[config.mk]
export PLATFORM = sky130hd
export DESIGN_NAME = seq_det_ctrl
export DESIGN_NICKNAME = d
export VERILOG_FILES = /design/src/rtl/seq_det_pkg.sv /design/src/rtl/seq_match_window.sv /design/src/rtl/seq_det_ctrl.sv
export SDC_FILE = /design/constraint.sdc
export NUM_CORES = 1
export LEC_CHECK = 0
export CORE_MARGIN = 1.5
export CORE_UTILIZATION = 45
export DETAILED_ROUTE_END_ITERATION = 16
export GPL_ROUTABILITY_DRIVEN = 0
export PLACE_DENSITY_LB_ADDON = 0.12
export SLEW_MARGIN = 20
export SYNTH_ARGS = -nofsm -noshare
export SYNTH_HDL_FRONTEND = slang
export SYNTH_SLANG_ARGS = --single-unit
[constraint.sdc]
create_clock -name clk_i -period 7.9 [get_ports clk_i]
set_input_delay 0.79 -clock clk_i [delete_from_list [all_inputs] [get_ports clk_i]]
set_output_delay 0.79 -clock clk_i [all_outputs]
set_load 0.02 [all_outputs]
[src/rtl/seq_det_pkg.sv]
// seq_det_pkg
//   Shared types and constants for the serial pattern detector run controller.
//   - state_e     : controller states (idle, running, one-cycle done)
//   - DEF_*       : configuration values loaded by reset
//   - clampLen    : folds a requested pattern length into the legal 1..maxLen range
package seq_det_pkg;

    typedef enum logic [1:0] {
        ST_IDLE = 2'd0,
        ST_RUN  = 2'd1,
        ST_DONE = 2'd2
    } state_e;

    localparam int unsigned DEF_LEN     = 1;
    localparam int unsigned DEF_TARGET  = 1;
    localparam bit          DEF_OVERLAP = 1'b1;
    localparam int unsigned DEF_TIMEOUT = 0;

    // A zero length would never match anything, so it is treated as one bit;
    // lengths beyond the window are limited to the window size.
    function automatic int unsigned clampLen(input int unsigned len, input int unsigned maxLen);
        if (len == 0) begin
            return 1;
        end
        if (len > maxLen) begin
            return maxLen;
        end
        return len;
    endfunction

endpackage

[src/rtl/seq_match_window.sv]
// seq_match_window
//   Shift-register window over the serial stream with a fill counter and a
//   length-masked comparison against the programmed pattern. The match output
//   is combinational and describes the state the window is about to take on the
//   coming edge, so the controller can register the match pulse on that edge.
//
// Ports
//   clk_i       system clock, rising edge
//   rst_ni      asynchronous active-low reset
//   shift_en_i  shift in_i into the window on this edge
//   clr_i       clear window and fill counter (wins over shifting)
//   fill_clr_i  restart the fill counter on this shift (non-overlapping mode)
//   len_i       pattern length, already clamped to 1..PAT_W
//   pat_i       pattern, first received bit is compared with pat_i[len-1]
//   in_i        serial data bit
//   match_o     the window after this edge equals the pattern
module seq_match_window
    import seq_det_pkg::*;
#(
    parameter int PAT_W = 8,
    parameter int LEN_W = $clog2(PAT_W) + 1
) (
    input  logic             clk_i,
    input  logic             rst_ni,
    input  logic             shift_en_i,
    input  logic             clr_i,
    input  logic             fill_clr_i,
    input  logic [LEN_W-1:0] len_i,
    input  logic [PAT_W-1:0] pat_i,
    input  logic             in_i,
    output logic             match_o
);

    logic [PAT_W-1:0] window_q;
    logic [PAT_W-1:0] window_d;
    logic [LEN_W-1:0] fill_q;
    logic [LEN_W-1:0] fill_d;
    logic [PAT_W-1:0] lenMask;

    // The newest bit lands in bit 0, so after len shifts the oldest bit of the
    // pattern sits at position len-1, lining up with pat_i[len-1].
    always_comb begin
        window_d = {window_q[PAT_W-2:0], in_i};
        if (fill_q >= len_i) begin
            fill_d = len_i;
        end else begin
            fill_d = fill_q + LEN_W'(1);
        end
    end

    // Only the low len bits take part in the comparison.
    always_comb begin
        lenMask = '0;
        for (int i = 0; i < PAT_W; i++) begin
            lenMask[i] = (i < int'(len_i));
        end
    end

    assign match_o = shift_en_i && (fill_d >= len_i) &&
                     ((window_d & lenMask) == (pat_i & lenMask));

    // Gaps in the stream (shift_en_i low) leave window and fill untouched so a
    // partial match survives them.
    always_ff @(posedge clk_i or negedge rst_ni) begin
        if (!rst_ni) begin
            window_q <= '0;
            fill_q   <= '0;
        end else if (clr_i) begin
            window_q <= '0;
            fill_q   <= '0;
        end else if (shift_en_i) begin
            window_q <= window_d;
            fill_q   <= fill_clr_i ? '0 : fill_d;
        end
    end

endmodule

[src/rtl/seq_det_ctrl.sv]
// seq_det_ctrl
//   Run controller for the serial bit-stream pattern detector. Holds the
//   programmed pattern, length and match policy; on start it watches the
//   serial input, pulses out_o on every match, counts matches and finishes on
//   the match target or a cycle timeout.
//
// Ports
//   clk_i / rst_ni      clock (rising edge) / asynchronous active-low reset
//   cfg_we_i            config write strobe, accepted only while idle
//   cfg_pat_i           pattern, MSB-first
//   cfg_len_i           pattern length (0 -> 1, >PAT_W -> PAT_W)
//   cfg_target_i        matches to finish, 0 = no target
//   cfg_overlap_i       1 = overlapping matches allowed
//   cfg_timeout_i       max run cycles, 0 = no timeout
//   start_i / abort_i   begin run (idle only) / cancel run
//   in_i / in_valid_i   serial data bit and its qualifier
//   busy_o              high while running
//   done_o              one-cycle completion pulse
//   out_o               one-cycle match pulse
//   match_cnt_o         matches this run, saturating
//   timed_out_o         run ended by timeout
//   cfg_err_o           sticky: config write attempted while not idle
module seq_det_ctrl
    import seq_det_pkg::*;
#(
    parameter int PAT_W = 8,
    parameter int CNT_W = 8,
    parameter int TMO_W = 16,
    parameter int LEN_W = $clog2(PAT_W) + 1
) (
    input  logic             clk_i,
    input  logic             rst_ni,
    input  logic             cfg_we_i,
    input  logic [PAT_W-1:0] cfg_pat_i,
    input  logic [LEN_W-1:0] cfg_len_i,
    input  logic [CNT_W-1:0] cfg_target_i,
    input  logic             cfg_overlap_i,
    input  logic [TMO_W-1:0] cfg_timeout_i,
    input  logic             start_i,
    input  logic             abort_i,
    input  logic             in_i,
    input  logic             in_valid_i,
    output logic             busy_o,
    output logic             done_o,
    output logic             out_o,
    output logic [CNT_W-1:0] match_cnt_o,
    output logic             timed_out_o,
    output logic             cfg_err_o
);

    state_e           state_q, state_d;
    logic [PAT_W-1:0] pat_q, pat_d;
    logic [LEN_W-1:0] len_q, len_d;
    logic [CNT_W-1:0] target_q, target_d;
    logic             overlap_q, overlap_d;
    logic [TMO_W-1:0] timeout_q, timeout_d;
    logic [TMO_W-1:0] tmoCnt_q, tmoCnt_d;
    logic [CNT_W-1:0] matchCnt_q, matchCnt_d;
    logic             out_q, out_d;
    logic             timedOut_q, timedOut_d;
    logic             cfgErr_q, cfgErr_d;

    logic [LEN_W-1:0] cfgLenClamped;
    logic             winShift;
    logic             winClr;
    logic             winFillClr;
    logic             winMatch;

    assign cfgLenClamped = LEN_W'(clampLen(32'(cfg_len_i), PAT_W));

    assign winShift   = (state_q == ST_RUN) && in_valid_i;
    assign winClr     = (state_q == ST_IDLE) && start_i;
    assign winFillClr = winMatch && !overlap_q;

    seq_match_window #(
        .PAT_W (PAT_W),
        .LEN_W (LEN_W)
    ) u_window (
        .clk_i      (clk_i),
        .rst_ni     (rst_ni),
        .shift_en_i (winShift),
        .clr_i      (winClr),
        .fill_clr_i (winFillClr),
        .len_i      (len_q),
        .pat_i      (pat_q),
        .in_i       (in_i),
        .match_o    (winMatch)
    );

    // Next-state and status logic. Abort beats everything in RUN and drops the
    // match seen on its edge; when target and timeout land on the same edge the
    // target wins and the match is still counted.
    always_comb begin
        state_d    = state_q;
        pat_d      = pat_q;
        len_d      = len_q;
        target_d   = target_q;
        overlap_d  = overlap_q;
        timeout_d  = timeout_q;
        tmoCnt_d   = tmoCnt_q;
        matchCnt_d = matchCnt_q;
        out_d      = 1'b0;
        timedOut_d = timedOut_q;
        cfgErr_d   = cfgErr_q;

        unique case (state_q)
            ST_IDLE: begin
                if (cfg_we_i) begin
                    pat_d     = cfg_pat_i;
                    len_d     = cfgLenClamped;
                    target_d  = cfg_target_i;
                    overlap_d = cfg_overlap_i;
                    timeout_d = cfg_timeout_i;
                end
                if (start_i) begin
                    state_d    = ST_RUN;
                    tmoCnt_d   = '0;
                    matchCnt_d = '0;
                    timedOut_d = 1'b0;
                    cfgErr_d   = 1'b0;
                end
            end

            ST_RUN: begin
                if (cfg_we_i) begin
                    cfgErr_d = 1'b1;
                end
                if (abort_i) begin
                    state_d = ST_IDLE;
                end else begin
                    tmoCnt_d = tmoCnt_q + TMO_W'(1);
                    if (winMatch) begin
                        out_d = 1'b1;
                        if (matchCnt_q != '1) begin
                            matchCnt_d = matchCnt_q + CNT_W'(1);
                        end
                    end
                    if ((target_q != '0) && (matchCnt_d == target_q)) begin
                        state_d    = ST_DONE;
                        timedOut_d = 1'b0;
                    end else if ((timeout_q != '0) && (tmoCnt_d == timeout_q)) begin
                        state_d    = ST_DONE;
                        timedOut_d = 1'b1;
                    end
                end
            end

            ST_DONE: begin
                if (cfg_we_i) begin
                    cfgErr_d = 1'b1;
                end
                state_d = ST_IDLE;
            end

            default: begin
                state_d = ST_IDLE;
            end
        endcase
    end

    always_ff @(posedge clk_i or negedge rst_ni) begin
        if (!rst_ni) begin
            state_q    <= ST_IDLE;
            pat_q      <= '0;
            len_q      <= LEN_W'(DEF_LEN);
            target_q   <= CNT_W'(DEF_TARGET);
            overlap_q  <= DEF_OVERLAP;
            timeout_q  <= TMO_W'(DEF_TIMEOUT);
            tmoCnt_q   <= '0;
            matchCnt_q <= '0;
            out_q      <= 1'b0;
            timedOut_q <= 1'b0;
            cfgErr_q   <= 1'b0;
        end else begin
            state_q    <= state_d;
            pat_q      <= pat_d;
            len_q      <= len_d;
            target_q   <= target_d;
            overlap_q  <= overlap_d;
            timeout_q  <= timeout_d;
            tmoCnt_q   <= tmoCnt_d;
            matchCnt_q <= matchCnt_d;
            out_q      <= out_d;
            timedOut_q <= timedOut_d;
            cfgErr_q   <= cfgErr_d;
        end
    end

    assign busy_o      = (state_q == ST_RUN);
    assign done_o      = (state_q == ST_DONE);
    assign out_o       = out_q;
    assign match_cnt_o = matchCnt_q;
    assign timed_out_o = timedOut_q;
    assign cfg_err_o   = cfgErr_q;

endmodule

Word level (Yosys, flattened, before mapping)
Cells that the tools add are included.
{"block": "word_totals", "ff_bits": 77, "output_inout_bits": 13, "wordCells": 99}
{"block": "classes", "addsub": 3, "n_lt_le_gt_ge": 11, "n_eq_ne": 11, "mux": 38, "bitwise": 2, "reduce_logical": 21}
{"op": "8-bit 2-to-1 mux", "n": 6}
{"op": "16-bit 2-to-1 mux", "n": 2}
{"op": "16-bit case mux with 2 select lines", "n": 1}
{"op": "4-bit 2-to-1 mux", "n": 7}
{"op": "16-bit by 1-bit adder with 16-bit output, second input constant", "n": 1}
{"op": "8-bit bitwise AND", "n": 2}
{"op": "16-bit equality test", "n": 1}
{"op": "8-bit equality test", "n": 2}
{"op": "3-bit by 4-bit < comparator with 1-bit output, first input constant", "n": 4}
{"op": "8-bit case mux with 2 select lines", "n": 1}
{"op": "16-bit nonzero test", "n": 1}
{"op": "7-bit 2-to-1 mux", "n": 2}
{"op": "1-bit 2-to-1 mux", "n": 12}
{"op": "8-bit by 1-bit adder with 8-bit output, second input constant", "n": 1}
{"op": "4-bit greater-or-equal comparator", "n": 2}
{"op": "1-bit by 4-bit < comparator with 1-bit output, first input constant", "n": 2}
{"op": "2-bit by 4-bit < comparator with 1-bit output, first input constant", "n": 2}
{"op": "2-bit 2-to-1 mux", "n": 4}
{"op": "8-bit inequality test, second input constant", "n": 1}
{"op": "8-bit nonzero test", "n": 1}
{"op": "1-bit logical AND", "n": 7}
{"op": "3-bit AND reduction", "n": 2}
{"op": "2-bit nonzero test", "n": 3}
{"op": "4-bit by 1-bit adder with 4-bit output, second input constant", "n": 1}
{"op": "other kinds (15)", "n": 18}

Depth between registers and ports, before layout
Gate-level depths: netlist of the first run.
{"block": "depth", "ltp_word": 13, "ltp_mapped": 17, "depth_no_buf": 17}

Hierarchy
From an unflattened synthesis of the first run, not the netlist that was laid out.
{"block": "hier_totals", "hier_cells": 485, "hier_area_um2": 4730.8}
{"module": "seq_det_ctrl", "instances": 1, "cells_each": 387, "area_each_um2": 3854.9, "seq_area_each_um2": 1655.3}
{"module": "seq_match_window", "instances": 1, "cells_each": 98, "area_each_um2": 875.8, "seq_area_each_um2": 275.3}

Least setup slack after synthesis of the first run
No wires, ideal clock.
{"block": "synth_path", "path_kind": "flip-flop to flip-flop", "from": "register len_q[0]", "to": "register state_q[1]", "setup_ps": 124, "arrival_time_ps": 3733, "t_required_ps": 7776, "path_slack_ps": 4043, "path_stages_with_launch": 17, "path_buffers": 0, "cell_sequence": "dfstp_2 -> ha_1 -> nand2b_1 -> a21o_1 -> a21o_1 -> a21oi_1 -> nor2_1 -> a21oi_1 -> ha_1 -> nand2b_1 -> a2111o_1 -> and3b_1 -> nand4_1 -> mux2_2 -> o211ai_2 -> nor2_1 -> o31a_1"}
{"block": "synth_via", "elab_chain_len": 13}
{"item": "start, declared", "line_no": "seq_det_ctrl.sv:53", "text": "logic [LEN_W-1:0] len_q, len_d;"}
{"item": "start signal, assigned", "line_no": "seq_det_ctrl.sv:165", "text": "len_q <= LEN_W'(DEF_LEN);"}
{"item": "start signal, assigned", "line_no": "seq_det_ctrl.sv:177", "text": "len_q <= len_d;"}
{"item": "4-bit greater-or-equal comparator", "line_no": "seq_match_window.sv:44", "text": "if (fill_q >= len_i) begin"}
{"item": "4-bit 2-to-1 mux", "line_no": "seq_match_window.sv:44"}
{"item": "4-bit greater-or-equal comparator", "line_no": "seq_match_window.sv:59", "text": "assign match_o = shift_en_i && (fill_d >= len_i) &&"}
{"item": "1-bit logical AND", "line_no": "seq_match_window.sv:59"}
{"item": "1-bit logical AND *", "line_no": "seq_match_window.sv:59"}
{"item": "8-bit 2-to-1 mux *", "line_no": "seq_det_ctrl.sv:132", "text": "if (winMatch) begin"}
{"item": "8-bit 2-to-1 mux *", "line_no": "seq_det_ctrl.sv:128", "text": "if (abort_i) begin"}
{"item": "8-bit 2-to-1 mux *", "line_no": "seq_det_ctrl.sv:106", "text": "unique case (state_q)"}
{"item": "8-bit equality test *", "line_no": "seq_det_ctrl.sv:138", "text": "if ((target_q != '0) && (matchCnt_d == target_q)) begin"}
{"item": "1-bit logical AND *", "line_no": "seq_det_ctrl.sv:138"}
{"item": "2-bit 2-to-1 mux", "line_no": "seq_det_ctrl.sv:138"}
{"item": "2-bit 2-to-1 mux", "line_no": "seq_det_ctrl.sv:128"}
{"item": "2-bit case mux with 2 select lines", "line_no": "seq_det_ctrl.sv:106"}
{"item": "end signal, assigned", "line_no": "seq_det_ctrl.sv:175", "text": "state_q <= state_d;"}
{"item": "end, declared", "line_no": "seq_det_ctrl.sv:51", "text": "state_e state_q, state_d;"}
Mark *: on every way between the ends. The rest lies on a longest branch, timed or not. The select of a mux whose other input is x is not followed.
A chain may end at the register's enable or synchronous reset.

Final worst setup path of the first run
Ends and elaborated chain as after synthesis.

==> results of run 1 <==
-- synthesized netlist by cell type (2+ instances only) --
cell type / instances
dfrtp_1: 74
nand2_1: 50
o21ai_0: 40
mux2_2: 35
xnor2_1: 26
nor2_1: 25
a21oi_1: 21
clkbuf_1: 17
ha_1: 15
inv_1: 15
xor2_1: 13
a22o_1: 11
nand2b_1: 11
nand3_1: 10
nand4_1: 10
nor4_1: 9
nor3_1: 8
and3_1: 5
nor2b_1: 5
o31ai_1: 5
a31oi_1: 4
mux2i_1: 4
o21a_1: 4
or3_1: 4
a211o_1: 3
a21o_1: 3
a41oi_1: 3
dfstp_2: 3
o211ai_1: 3
a22oi_1: 2
and2_1: 2
and3b_1: 2
o2111ai_1: 2
-- metal layers --
metal	wire, microns	vias to the layer above
li1	-	1782
met1	4720	1717
met2	4972	96
met3	471	14
met4	155	0
met5	0	-
-- registers in the layout, summed over array words and instances (netlist names), 2 cells and up --
signal             cells
len_q                  4
match_cnt_o            8
pat_q                  8
state_q                2
target_q               8
timeout_q             16
tmoCnt_q              16
u_window.fill_q        4
u_window.window_q      7
-- worst max-delay path, stage by stage, from the launching register on --
cell	delay, ns
dfstp_2	0.60
ha_1	0.24
nand2b_1	0.14
a21o_1	0.18
a21o_1	0.16
a21oi_1	0.42
nor2_1	0.08
a21oi_1	0.18
ha_1	0.25
nand2b_1	0.13
a2111o_1	0.44
and3b_1	0.23
nand4_1	0.18
mux2_2	0.36
o211ai_2	0.09
nor2_1	0.08
o31a_1	0.28
-- metrics by stage --
| step | hold slack, ns | worst slack, ns | instance area, sq um | util | cells |
|---|---|---|---|---|---|
| 2_1_floorplan | 0.4733 | 4.043 | 4543 | - | 466 |
| 3_3_place_gp | 0.4909 | 3.868 | 5200 | 0.5320 | 638 |
| 3_5_place_dp | 0.5128 | 3.755 | 5200 | 0.5320 | 638 |
| 4_1_cts | 0.5289 | 3.741 | 5396 | 0.5521 | 654 |
| 5_1_grt | 0.4192 | 3.482 | 5419 | 0.5544 | 655 |
| 6_report | 0.3881 | 3.738 | 5419 | 0.5544 | 655 |
-- power groups by stage --
stage	Sequential, W	Clock (W)	Combinational (W)
after floorplan	0.000621	0	0.000631
after global placement	0.000667	0	0.000770
after detailed placement	0.000672	0	0.000787
after CTS	0.000665	0.000312	0.000791
after global routing	0.000688	0.000331	0.000886
final	0.000664	0.000303	0.000789
-- final timing paths --
| check | startpoint | end | slack (ns) | depth (start not counted) |
|---|---|---|---|---|
| max | len_q[0]$_DFFE_PN1P_ | state_q[1]$_DFFE_PN0P_ | 3.74 | 16 |
| min | rst_ni | target_q[3]$_DFFE_PN0P_ | 0.39 | 1 |
| max reg2reg | len_q[0]$_DFFE_PN1P_ | state_q[1]$_DFFE_PN0P_ | 3.74 | 16 |
| min reg2reg | tmoCnt_q[15]$_DFFE_PN0P_ | tmoCnt_q[15]$_DFFE_PN0P_ | 0.52 | 1 |
| max in group asynchronous | rst_ni | len_q[0]$_DFFE_PN1P_ | 6.87 | 2 |
| min in group clk_i | tmoCnt_q[15]$_DFFE_PN0P_ | tmoCnt_q[15]$_DFFE_PN0P_ | 0.52 | 1 |
-- cells in the final DEF (no fill, tap or decap), drive strengths merged, types with 10 or more instances in the layout --
| cell type | instances |
|---|---|
| o21ai | 40 |
| inv | 17 |
| mux2 | 35 |
| clkdlybuf4s50 | 55 |
| nand2b | 11 |
| nand3 | 10 |
| xor2 | 13 |
| xnor2 | 26 |
| nor2 | 25 |
| a22o | 11 |
| ha | 15 |
| a21oi | 21 |
| dfrtp | 74 |
| nand4 | 10 |
| nand2 | 50 |
-- cells by family after synthesis --
family / count (synthesis) / synth area share
AND/OR/NAND/NOR: 148 / 0.1650
AO/OA/AOI/OAI: 115 / 0.1691
flip-flops: 77 / 0.4250
XOR/XNOR: 39 / 0.07519
multiplexers: 39 / 0.09557
buffers and inverters: 33 / 0.02892
adder cells (fa/ha/maj): 15 / 0.04131
-- final cells by class --
class | count | area, sq um | area share
multi-input combinational | 356 | 2484 | 0.4583
sequential | 77 | 1931 | 0.3563
timing repair buffer | 58 | 585.6 | 0.1081
tap | 133 | 166.4 | 0.03071
clock buffer | 9 | 123.9 | 0.02286
clock inverter | 7 | 72.57 | 0.01339
inverter | 15 | 56.30 | 0.01039
==> results.txt, run 1 <==
----------------------------------------------------
[Finish]
  Fill count ... 899
  Final layout net count ... 576
  Share of final-layout standard cells stronger than drive strength 1 ... 0.1303
  Synth-to-Final Area Change ... 19.28%
  Antenna diode count ... 0

[Timing]
  Worst Max-Slew Pin Slew ... 1.064 ns
  Highest Clock Rate ... 0.2403 GHz
  Final setup violation count ... 0
  Hold Fails Final Rpt ... 0
  Number of pins with negative max-slew slack in the final report ... 0
  Final critical path time including I/O delays and setup ... 4.162 ns
  Final worst-path cycle share ... 0.5269
  Unrepaired setup endpoints after global routing ... no
  Relative slew slack ... 0.2882
  Clk_skew ... 0.01021 ns
  Sum of negative setup slack ... 0 ns

[GRT]
  GR Overflow Total ... 0
  Met1 Usage GRT ... 0.2898
  Pin count of the biggest net entering global routing ... 78
  Met3 track demand over resource in global routing ... 0.04099
  Met2 Track Usage GR ... 0.3363
  Number of global-route vias before repair ... 3,514
  Global-route wire length before repair ... 17.30 mm
  Initial antenna violation count ... 0
  GRT Total Usage ... 0.2115
  Busiest layer in global routing ... met2

[Synthesis]
  Flip-flop and latch count after synthesis ... 77
  Netlist cell types ... 55
  Async set-reset flop share out of synthesis ... 1.000
  Ys flop type ... dfrtp_1
  Sequential element share of the synthesized area ... 0.4250
  Biggest area contributors in the synthesized netlist ... dfrtp_1 41%, mux2_2 8.7%, xnor2_1 5.0%
  Yosys top cell by area ... dfrtp_1
  Post-Syn Instances ... 466
  Cell area after synthesis ... 0.004543 sq mm
  Area fraction of the dominant cell type after synthesis ... 0.4076
  Synthesized area per cell ... 9.749 sq um
  YS warnings ... 0
  Syn nets ... 525
  Number of enable-type register cells in the synthesized netlist ... 0

[Worst setup path]
  Kind of end point of the critical path ... register
  Data arrival, critical path ... 4.41 ns
  Category of the critical setup timing path ... register to register
  Req. time, crit path ... 8.14 ns
  Critical path startpoint category ... register
  Top fanout value on the critical path ... 8

[Job]
  Number of max-cap violations ... 0

[Detailed routing]
  Starting DRT DRC Count ... 159
  DR DRC count ... 0
  Routed wire length per instance ... 15.76 microns
  Via density ... 5.510
  Routed Antenna Nets ... 0
  Via count of the routed design ... 3,609
  Total wire length after detailed routing ... 10.32 mm
  TritonRoute pass-1 iters ... 4

[Power]
  Leakage power summed over all cells ... 2.234 nW
  Worst ir drop on vdd ... 0.0001493 V
  Logic pwr share ... 0.449
  Switching power total ... 0.0007082 W
  Ratio of total power to cell area ... 324.2 mW/mm^2
  Overall power of the completed layout ... 0.001757 W
  Share of total power in the clock network ... 0.173
  Fraction of power spent switching nets ... 0.4032
  Part of the power in registers ... 0.378
  Internal power ... 0.001048 W

[CTS]
  Hold buffers post-CTS ... 0
  Clock edge transition at the registers on the reported setup and hold paths ... 0.09 ns
  Inserted Clock Buffers ... 9
  Worst-Skew Late Latency ... 0.36 ns
  Root Buffer ... clkbuf_8
  Setup bufs post-CTS ... 0
  Depth of the CTS H-tree ... 3
  Post-CTS sizing ... 0
  Clock buffer depth ... 2
  TritonCTS clock tree ... yes
  TritonCTS Sinks ... 77

[Place]
  Number of buffer cells added on primary ports ... 56
  Half-perimeter wire length after detailed placement ... 7.433 mm

[Floorplanning]
  Area of the core region ... 0.009774 sq mm
  # IOs ... 57
  Chip Height ... 103.5 microns
  Std cell rows ... 36
  Starting density of the core ... 0.4648
  Horiz. Die Dim ... 103.5 microns
  Overall die area ... 0.01071 sq mm

[Status]
  Result of the run ... completed

[Hold path]
  Worst min path class ... primary input to asynchronous set/reset pin

----------------------------------------------------
No activity file was read; power rests on OpenSTA's default activity.
==> run 2, diff against run 1 <==
==> constraint.sdc (replaced) <==
create_clock -name clk_i -period 3.4 [get_ports clk_i]
set_input_delay 0.34 -clock clk_i [delete_from_list [all_inputs] [get_ports clk_i]]
set_output_delay 0.34 -clock clk_i [all_outputs]
set_load 0.02 [all_outputs]
==> run 2 against run 1 <==
The run now ends with negative setup slack left. Non-clock buffer count grew 23. Critical path type unchanged. Die area unchanged. Setup slack worse by 4.1 ns. Clock-buffer cell count did not move. Sequential cell count stayed put. Global-route usage grew 0.66 points. Final cell count is 3.5% higher. Critical endpoint is now state_q[0]$_DFFE_PN0P_. Wire length rose by 7.4%. Worst hold slack worse by 0.25 ns. Combinational power rose to 3.3 times the previous value. Via count rose by 5.1%.
==> results.txt, run 2 (synthesis results as in run 1) <==
----------------------------------------------------
[Detailed routing]
  Routed wire length per instance ... 16.35 microns (was 15.76 microns)
  Via count of the routed design ... 3,793 (was 3,609)
  Routed Antenna Nets ... 0 (unchanged)
  Starting DRT DRC Count ... 173 (was 159)
  Total wire length after detailed routing ... 11.09 mm (was 10.32 mm)
  TritonRoute pass-1 iters ... 4 (unchanged)
  DR DRC count ... 0 (unchanged)
  Via density ... 5.594 (was 5.510)

[Worst setup path]
  Reg2Reg Launch Point ... len_q[0]$_DFFE_PN1P_ (unchanged)
  Dominant delay contributor by cell family on the critical path ... compound AO/OA/AOI/OAI gates (unchanged)
  Cell with the largest stage delay on the worst path ... dfstp_2 (unchanged)
  CP Cell Sequence ... ha_4 -> nand2b_4 -> a21o_1 -> a21o_1 -> a21oi_4 -> buf_6 -> buf_6 -> o21ai_4 -> ha_4 -> o21a_1 -> o22ai_2 -> nand4b_4 -> buf_6 -> nor3_4 -> mux2i_1 -> nand3_2 -> o2111ai_1 -> o211ai_1 (was ha_1 -> nand2b_1 -> a21o_1 -> a21o_1 -> a21oi_1 -> nor2_1 -> a21oi_1 -> ha_1 -> nand2b_1 -> a2111o_1 -> and3b_1 -> nand4_1 -> mux2_2 -> o211ai_2 -> nor2_1 -> o31a_1)
  Req. time, crit path ... 3.62 ns (was 8.14 ns)
  Kind of end point of the critical path ... register (unchanged)
  Critical R2R Capture ... state_q[0]$_DFFE_PN0P_ (was state_q[1]$_DFFE_PN0P_)
  Depth of the most critical reg-to-reg path ... 18 (was 16)
  Top fanout value on the critical path ... 5 (was 8)
  Slowest stage delay, CP ... 0.56 ns (was 0.60 ns)
  Data arrival, critical path ... 3.98 ns (was 4.41 ns)
  Category of the critical setup timing path ... register to register (unchanged)
  Stages on worst setup path ... 18 (was 16)
  Launching element of the worst setup path ... len_q[0]$_DFFE_PN1P_ (unchanged)
  Critical path buffers and inverters ... 3 (was 0)
  Critical path startpoint category ... register (unchanged)
  Critical Path Most Common Cell ... buf_6
  Reg2Reg Setup Slack ... -0.36 ns (was 3.74 ns)
  Crit path capture ... state_q[0]$_DFFE_PN0P_ (was state_q[1]$_DFFE_PN0P_)

[Floorplanning]
  Area of the core region ... 0.009774 sq mm (unchanged)
  Chip Height ... 103.5 microns (unchanged)
  # IOs ... 57 (unchanged)
  Std cell rows ... 36 (unchanged)
  Overall die area ... 0.01071 sq mm (unchanged)
  Starting density of the core ... 0.4648 (unchanged)
  Horiz. Die Dim ... 103.5 microns (unchanged)

[Timing]
  Clk_skew ... 0.009348 ns (was 0.01021 ns)
  Sum of negative setup slack ... -1.505 ns (was 0 ns)
  Final critical path time including I/O delays and setup ... 3.760 ns (was 4.162 ns)
  Worst Max-Slew Pin Slew ... 0.9889 ns (was 1.064 ns)
  Unrepaired setup endpoints after global routing ... yes (was no)
  Relative slew slack ... 0.3407 (was 0.2882)
  Highest Clock Rate ... 0.2660 GHz (was 0.2403 GHz)
  Final worst-path cycle share ... 1.106 (was 0.5269)
  Min setup slack post-route ... -0.3600 ns (was 3.738 ns)
  Hold Fails Final Rpt ... 0 (unchanged)
  Final setup violation count ... 12 (was 0)
  Number of pins with negative max-slew slack in the final report ... 0 (unchanged)
  Worst hold slack across all endpoints ... 0.1359 ns (was 0.3881 ns)

[GRT]
  Pin count of the biggest net entering global routing ... 78 (unchanged)
  Global-route wire length before repair ... 17.85 mm (was 17.30 mm)
  GR Overflow Total ... 0 (unchanged)
  Initial antenna violation count ... 0 (unchanged)
  Number of global-route vias before repair ... 3,688 (was 3,514)
  GRT Total Usage ... 0.2182 (was 0.2115)

[Finish]
  Regs by FF count ... timeout_q: 16 flops, tmoCnt_q: 16 flops (unchanged)
  Antenna diode count ... 0 (unchanged)
  Share of final-layout standard cells stronger than drive strength 1 ... 0.2275 (was 0.1303)
  Synth-to-Final Area Change ... 29.58% (was 19.28%)
  Multi-input gate area ... 0.002719 sq mm (was 0.002484 sq mm)
  Final layout net count ... 599 (was 576)
  Register area ... 0.001931 sq mm (unchanged)
  Final core utilization ... 0.6023 (was 0.5544)
  Commonest non-fill, non-tap cell in the layout ... dfrtp_1 (unchanged)
  Fill count ... 836 (was 899)
  Most frequent cells in the layout ... 74 x dfrtp_1, 55 x clkdlybuf4s50_1, 48 x nand2_1, 34 x mux2_2, 30 x o21ai_0 (was 74 x dfrtp_1, 55 x clkdlybuf4s50_1, 50 x nand2_1, 40 x o21ai_0, 35 x mux2_2)

[Place]
  Half-perimeter wire length after detailed placement ... 7.830 mm (was 7.433 mm)
  Number of buffer cells added on primary ports ... 56 (unchanged)

[Power]
  Overall power of the completed layout ... 0.004999 W (was 0.001757 W)
  Leakage power summed over all cells ... 2.421 nW (was 2.234 nW)
  Worst ir drop on vdd ... 0.0004650 V (was 0.0001493 V)
  Ratio of total power to cell area ... 849.1 mW/mm^2 (was 324.2 mW/mm^2)

[Job]
  Number of max-cap violations ... 0 (unchanged)

[Status]
  Violated checks ... negative setup slack
  Result of the run ... complete, but fails checks (was completed)

[CTS]
  Depth of the CTS H-tree ... 3 (unchanged)
  Clock edge transition at the registers on the reported setup and hold paths ... 0.09 ns (about the same)
  Clock buffer depth ... 2 (unchanged)
  Worst-Skew Late Latency ... 0.35 ns (was 0.36 ns)
  TritonCTS clock tree ... yes (unchanged)
  Root Buffer ... clkbuf_8 (unchanged)
  TritonCTS Sinks ... 77 (unchanged)
  Inserted Clock Buffers ... 9 (unchanged)
  Hold buffers post-CTS ... 0 (unchanged)

[Hold path]
  Worst min path class ... primary input to asynchronous set/reset pin (unchanged)

----------------------------------------------------
-- run 2: through the flow --
step / area, sq um / std cells / setup slack (ns)
after global placement: 5365 / 658 / -0.08699
after detailed placement: 5365 / 658 / -0.2786
after global routing: 5887 / 678 / -0.5357
after CTS: 5713 / 675 / -0.2646
after floorplan: 4558 / 466 / -0.1277
final: 5887 / 678 / -0.3600
-- run 2: final cells by class --
cell class | count | area share
multi-input combinational | 356 | 0.4618
sequential | 77 | 0.3279
timing repair buffer | 81 | 0.1305
tap | 133 | 0.02827
clock buffer | 9 | 0.02104
clock inverter | 7 | 0.02083
inverter | 15 | 0.009564
-- run 2: worst min-delay path by stage --
stage / slack [ns] / end / start / depth (start not counted)
after floorplan: 0.04 / cfg_err_o$_DFFE_PN0P_ / rst_ni / 0
after CTS: 0.17 / timeout_q[11]$_DFFE_PN0P_ / rst_ni / 1
after global routing: 0.22 / timeout_q[11]$_DFFE_PN0P_ / rst_ni / 1
final: 0.14 / timeout_q[11]$_DFFE_PN0P_ / rst_ni / 1
after detailed placement: 0.50 / tmoCnt_q[15]$_DFFE_PN0P_ / tmoCnt_q[15]$_DFFE_PN0P_ / 1
after global placement: 0.49 / tmoCnt_q[15]$_DFFE_PN0P_ / tmoCnt_q[15]$_DFFE_PN0P_ / 1
-- run 2: timing repair --
action / 4_1_cts / 5_1_grt
gates resized for setup: 18 / 40
setup endpoints to repair: 11 / 15
cloned: 0 / 0
endpoints found under the hold margin: 0 / 0
buffers inserted: 2 / 3
pin swaps: 7 / 25
-- run 2: metal layers --
metal / up-vias / routed length, microns / track usage
li1: 1836 / - / -
met1: 1847 / 4971 / 0.2901
met2: 90 / 5313 / 0.3625
met3: 20 / 580 / 0.04167
met4: 0 / 220 / 0.06549
met5: - / 0 / 0
-- run 2: power breakdown --
part	total (W)	internal, W	switching (W)
Clock	0.000851	0.000491	0.000360
Sequential	0.00151	0.00122	0.000296
Combinational	0.00263	0.00132	0.00131
